$ cat config.mk
export PLATFORM = sky130hd
export DESIGN_NAME = multdiv_sequencer
export DESIGN_NICKNAME = d
export VERILOG_FILES = /design/src/rtl/multdiv_sequencer.sv
export SDC_FILE = /design/constraint.sdc
export NUM_CORES = 1
export LEC_CHECK = 0
export CORE_MARGIN = 2
export CORE_UTILIZATION = 41
export CTS_CLUSTER_SIZE = 40
export DETAILED_ROUTE_END_ITERATION = 10
export HOLD_SLACK_MARGIN = 0.02
export PLACE_DENSITY = 0.76
export SLEW_MARGIN = 20
export SYNTH_ARGS = -nofsm -noshare
export SYNTH_HDL_FRONTEND = slang
export SYNTH_SLANG_ARGS = --single-unit
export TNS_END_PERCENT = 100
$ cat constraint.sdc
create_clock -name clk -period 2 [get_ports clk]
set_input_delay 0.4 -clock clk [delete_from_list [all_inputs] [get_ports clk]]
set_output_delay 0.4 -clock clk [all_outputs]
set_load 0.01 [all_outputs]
$ cat src/rtl/multdiv_sequencer.sv
// Sequences the shared iterative multiplier/divider: accepts one MUL/DIV issue,
// pulses start, stalls until ready or timeout, then presents a one-cycle writeback.
module multdiv_sequencer #(
  parameter logic [4:0] OP_MUL  = 5'b00110,
  parameter logic [4:0] OP_DIV  = 5'b00111,
  parameter int         TIMEOUT = 40
) (
  input  logic        clk,
  input  logic        reset_n,
  input  logic        issue_valid,
  input  logic [4:0]  issue_opcode,
  input  logic [31:0] issue_opA,
  input  logic [31:0] issue_opB,
  input  logic [4:0]  issue_rd,
  input  logic        flush,
  input  logic [31:0] md_result,
  input  logic        md_resultRDY,
  input  logic        md_exception,
  output logic        md_ctrl_MULT,
  output logic        md_ctrl_DIV,
  output logic [31:0] md_opA,
  output logic [31:0] md_opB,
  output logic        stall,
  output logic        busy,
  output logic        wb_valid,
  output logic [31:0] wb_result,
  output logic [4:0]  wb_rd,
  output logic        wb_exception
);
  localparam int CW = $clog2(TIMEOUT + 1);

  typedef enum logic [1:0] {IDLE = 2'd0, START = 2'd1, BUSY = 2'd2, DONE = 2'd3} state_t;

  state_t        state, state_next;
  logic [CW-1:0] counter;
  logic [31:0]   op_a, op_b, res_q;
  logic [4:0]    rd_q;
  logic          is_div, exc_q;
  logic          is_md, accept, capture, timed_out;

  assign is_md = issue_valid & ((issue_opcode == OP_MUL) | (issue_opcode == OP_DIV));

  always_ff @(posedge clk or negedge reset_n) begin
    if (!reset_n) state <= IDLE;
    else          state <= state_next;
  end

  always_comb begin
    state_next   = state;
    accept       = 1'b0;
    capture      = 1'b0;
    timed_out    = 1'b0;
    stall        = 1'b0;
    busy         = 1'b0;
    md_ctrl_MULT = 1'b0;
    md_ctrl_DIV  = 1'b0;
    wb_valid     = 1'b0;
    case (state)
      IDLE: begin
        accept = is_md & ~flush;
        stall  = accept;
        if (accept) state_next = START;
      end
      START: begin
        // any md_resultRDY seen here is left over from a previous operation
        stall        = 1'b1;
        busy         = 1'b1;
        md_ctrl_MULT = ~is_div;
        md_ctrl_DIV  = is_div;
        state_next   = flush ? IDLE : BUSY;
      end
      BUSY: begin
        stall = 1'b1;
        busy  = 1'b1;
        if (flush) begin
          state_next = IDLE;
        end else if (md_resultRDY) begin
          capture    = 1'b1;
          state_next = DONE;
        end else if (counter == CW'(TIMEOUT - 1)) begin
          timed_out  = 1'b1;
          state_next = DONE;
        end
      end
      DONE: begin
        wb_valid   = 1'b1;
        state_next = IDLE;
      end
      default: state_next = IDLE;
    endcase
  end

  always_ff @(posedge clk or negedge reset_n) begin
    if (!reset_n) begin
      op_a    <= '0;
      op_b    <= '0;
      rd_q    <= '0;
      is_div  <= 1'b0;
      counter <= '0;
      res_q   <= '0;
      exc_q   <= 1'b0;
    end else begin
      if (accept) begin
        op_a   <= issue_opA;
        op_b   <= issue_opB;
        rd_q   <= issue_rd;
        is_div <= (issue_opcode == OP_DIV);
      end
      if (state == START)
        counter <= '0;
      else if (state == BUSY && counter != CW'(TIMEOUT))
        counter <= counter + 1'b1;
      if (capture) begin
        res_q <= md_result;
        exc_q <= md_exception;
      end else if (timed_out) begin
        res_q <= '0;
        exc_q <= 1'b1;
      end
    end
  end

  assign md_opA       = (state != IDLE) ? op_a : '0;
  assign md_opB       = (state != IDLE) ? op_b : '0;
  assign wb_result    = wb_valid ? res_q : '0;
  assign wb_rd        = wb_valid ? rd_q : '0;
  assign wb_exception = wb_valid & exc_q;
endmodule

==> results by group <==
Timing
  • Max Freq: 489.1 MHz
  • Final period utilization: 102.2%
  • Crit path time final: 2.044 ns
  • Final setup vio count: 25
  • Final Skew: 0.004497 ns
  • Worst-Margin Slew: 0.4653 ns
  • Relative slew slack: 68.98%
  • Final setup margin: -0.04443 ns
  • Fin. Hold Viols: 0
  • RSZ-0062 raised after global routing: yes
  • Setup total negative slack: -0.6612 ns
  • Pins Over Slew Limit: 0

Global routing
  • GRT Overall Usage: 22.32%
  • Initial antenna violation count: 0
  • Grt total ovfl: 0
  • First-pass GRT wire length: 25100 µm
  • Largest net degree at the start of global routing: 67
  • Vias in the first global route: 4945

Synth
  • Top_reg_cell synth: dfrtp_1
  • #FFs+latches synth: 111
  • Fraction of registers with async set/reset: 100.0%
  • Syn Inst Count: 506
  • Post-synth EDFFs: 0
  • YS warnings: 0
  • Post-synth top area share: 50.63%
  • Area of the mapped netlist: 0.005487 mm²
  • Mapped Nets: 624
  • Synth area leader: dfrtp_1
  • Synth unique cells: 38
  • Avg Inst Size Synth: 10.84 µm²
  • Seq/Total Area, Yosys: 50.63%
  • Top post-synthesis cells by area: dfrtp_1, mux2_2, nor2b_1

Die
  • Starting Density: 41.76%
  • Die Wd: 119.7 µm
  • Site Rows: 42
  • Die area: 0.01432 mm²
  • Die extent in y: 119.7 µm
  • Core area: 0.01314 mm²
  • # IOs: 219

Critical path
  • Worst Setup Path Type: flip-flop to primary output
  • Data required, critical path: 1.60 ns
  • Crit start category: flip-flop
  • R2R setup slack: 0.06 ns
  • Crit. End Element: primary output
  • Critical path, cell by cell: buf_6 -> ha_4 -> bufbuf_16 -> and2_1 -> buf_2
  • Crit Path Max Fanout: 7
  • CP max-delay cell: dfrtp_1
  • Worst Setup SP: state[0]
  • WP buf/inv: 3
  • Worst R2R Path Depth: 8
  • Max stage delay on crit path: 0.41 ns
  • Arr. time, crit path: 1.64 ns
  • Top Family by Delay on Critical Path: buffers and inverters
  • RR Endpoint: op_b[31]
  • Beginning of the worst register-to-register path: state[1]

Drt
  • Residual DRC: 0
  • Total Wirelength: 16070 µm
  • WL per Instance: 17.58 µm
  • Antenna viol nets, final: 0
  • DR vias: 4581
  • Vias/cell: 5.012
  • 1st-iter DRT viols: 198
  • DR pass1 iterations: 4

Placed design
  • Placed insts: 883
  • HPWL after DPL: 10390 µm
  • Gpl congestion: 0.8145
  • IO buf count: 218

Run status
  • Failing checks: setup timing
  • Status: finished, violations left

Worst hold path
  • Hold_sp: op_a[21]
  • Min-Delay Path Depth: 1
  • Class of the worst hold path: flip-flop to flip-flop
  • Worst hold endpoint: op_a[21]

Clocking
  • CTS root buf: clkbuf_16
  • Clock Sinks: 111
  • CTS Buf Count: 9
  • H-tree levels: 3
  • CTS tree: yes
  • Worst-Skew Late Latency: 0.35 ns
  • Reg clk slew, reported paths: 0.07 ns
  • CTS Buffer Depth: 2

Final layout
  • Post-layout nets: 851
  • Area growth, synth to finish: 48.21%
  • Antenna fix cells: 0
  • Filler-free cell count of the finished design: 914
  • Share of layout cells above drive strength 1: 34.15%

Power and ir drop
  • Power Density: 1061 mW/mm²
  • Leak: 4.140 nW
  • Max VDD drop: 607.8 µV

Job
  • Max-Cap Viols: 0
==> synthesized netlist by cell type (3+ instances only) <==
master,count
ha_1,6
nand2b_1,6
dfrtp_1,111
nor2b_1,65
inv_1,40
and2_1,39
nor2_1,5
mux2_2,69
a21oi_1,3
o311ai_0,21
clkbuf_1,21
nand4_1,3
o311ai_1,11
clkbuf_8,7
nand2_1,67
buf_2,7
==> sequential cells by signal (all words and copies together) (netlist names) <==
register  flops
counter       6
exc_q         1
is_div        1
op_a         32
op_b         32
rd_q          5
res_q        32
state         2
==> power by group <==
group | switching (mW) | total [mW] | leakage, nW | internal [mW]
Sequential | 0.341 | 3.19 | 1.34 | 2.85
Combinational | 1.71 | 3.64 | 2.66 | 1.93
Clock | 0.790 | 1.80 | 0.140 | 1.01
Total | 2.84 | 8.63 | 4.14 | 5.79
==> worst register-to-register path, delay by kind of cell (launching register included) <==
family                   cells  cell delay, ns
flip-flops                   1            0.39
multiplexers                 1            0.36
AND/OR/NAND/NOR              1            0.06
buffers and inverters        5            0.80
adder cells (fa/ha/maj)      1            0.21
==> timing repair <==
| action | 4_1_cts | 5_1_grt |
|---|---|---|
| endpoints found under the setup margin | 107 | 142 |
| resized for setup | 401 | 69 |
| cloned | 6 | 2 |
| hold buffers | 1 | 0 |
| pin swaps | 3 | 2 |
| hold endpoints to repair | 31 | 0 |
| setup buffers | 7 | 2 |
==> layer usage <==
| metal | vias up | GRT usage, % | share of wire (%) |
|---|---|---|---|
| met1 | 2235 | 26.13 | 40 |
| met3 | 28 | 6.654 | 7.9 |
| li1 | 2139 | - | - |
| met5 | - | 0 | 0 |
| met4 | 0 | 8.971 | 2.3 |
| met2 | 179 | 38.32 | 50 |
==> layout by cell type (no fill, tap or decap), drive strengths merged, types with 6 or more instances in the layout <==
cell | synthesis | routed
inv | 40 | 40
o311ai | 32 | 32
and2 | 40 | 40
dfrtp | 111 | 111
ha | 6 | 6
clkdlybuf4s50 | 0 | 110
mux2 | 70 | 70
nand2 | 67 | 67
clkbuf | 28 | 18
buf | 7 | 129
nand2b | 6 | 6
nor2b | 65 | 65
==> cells by family after synthesis <==
group	after synthesis	share of synthesized area, %
AOI/OAI and AO/OA	47	7.206
buffers and inverters	75	6.568
DFF	111	50.63
adders and majority gates	6	1.368
muxes	71	14.55
xor gates and xnor gates	2	0.3193
and+or+nand+nor	194	19.36
==> final cells by class <==
cell class / instances / area [µm²]
repair buffers: 251 / 2216
well taps: 176 / 220.2
clock buffers: 13 / 250.2
multi-input cells: 320 / 2475
inverters: 40 / 150.1
flip-flops and latches: 111 / 2778
fillers: 1113 / 5006
clock inverters: 3 / 42.54
==> how the worst max path moves through the flow <==
stage	end	cells after the start
3_5_place_dp	stall	5
4_1_cts	wb_result[3]	5
5_1_grt	stall	7
6_report	wb_result[30]	5
3_3_place_gp	stall	5
2_1_floorplan	md_opB[10]	5
==> metrics by stage <==
step / util (%) / setup WS, ns / cell area [µm²] / total power [mW] / hold slack [ns]
finish: 61.90 / -0.04443 / 8132 / 8.630 / 0.4975
global route: 61.90 / -0.09025 / 8132 / 9.133 / 0.5060
global placement: 60.14 / -0.2924 / 7901 / 6.400 / 0.3844
detailed placement: 60.14 / -0.3307 / 7901 / 6.551 / 0.3840
floorplan: - / 0.2674 / 5487 / 4.781 / 0.1044
CTS: 61.43 / -0.07261 / 8070 / 8.579 / 0.4998
Power figures use the tool's default switching activity.
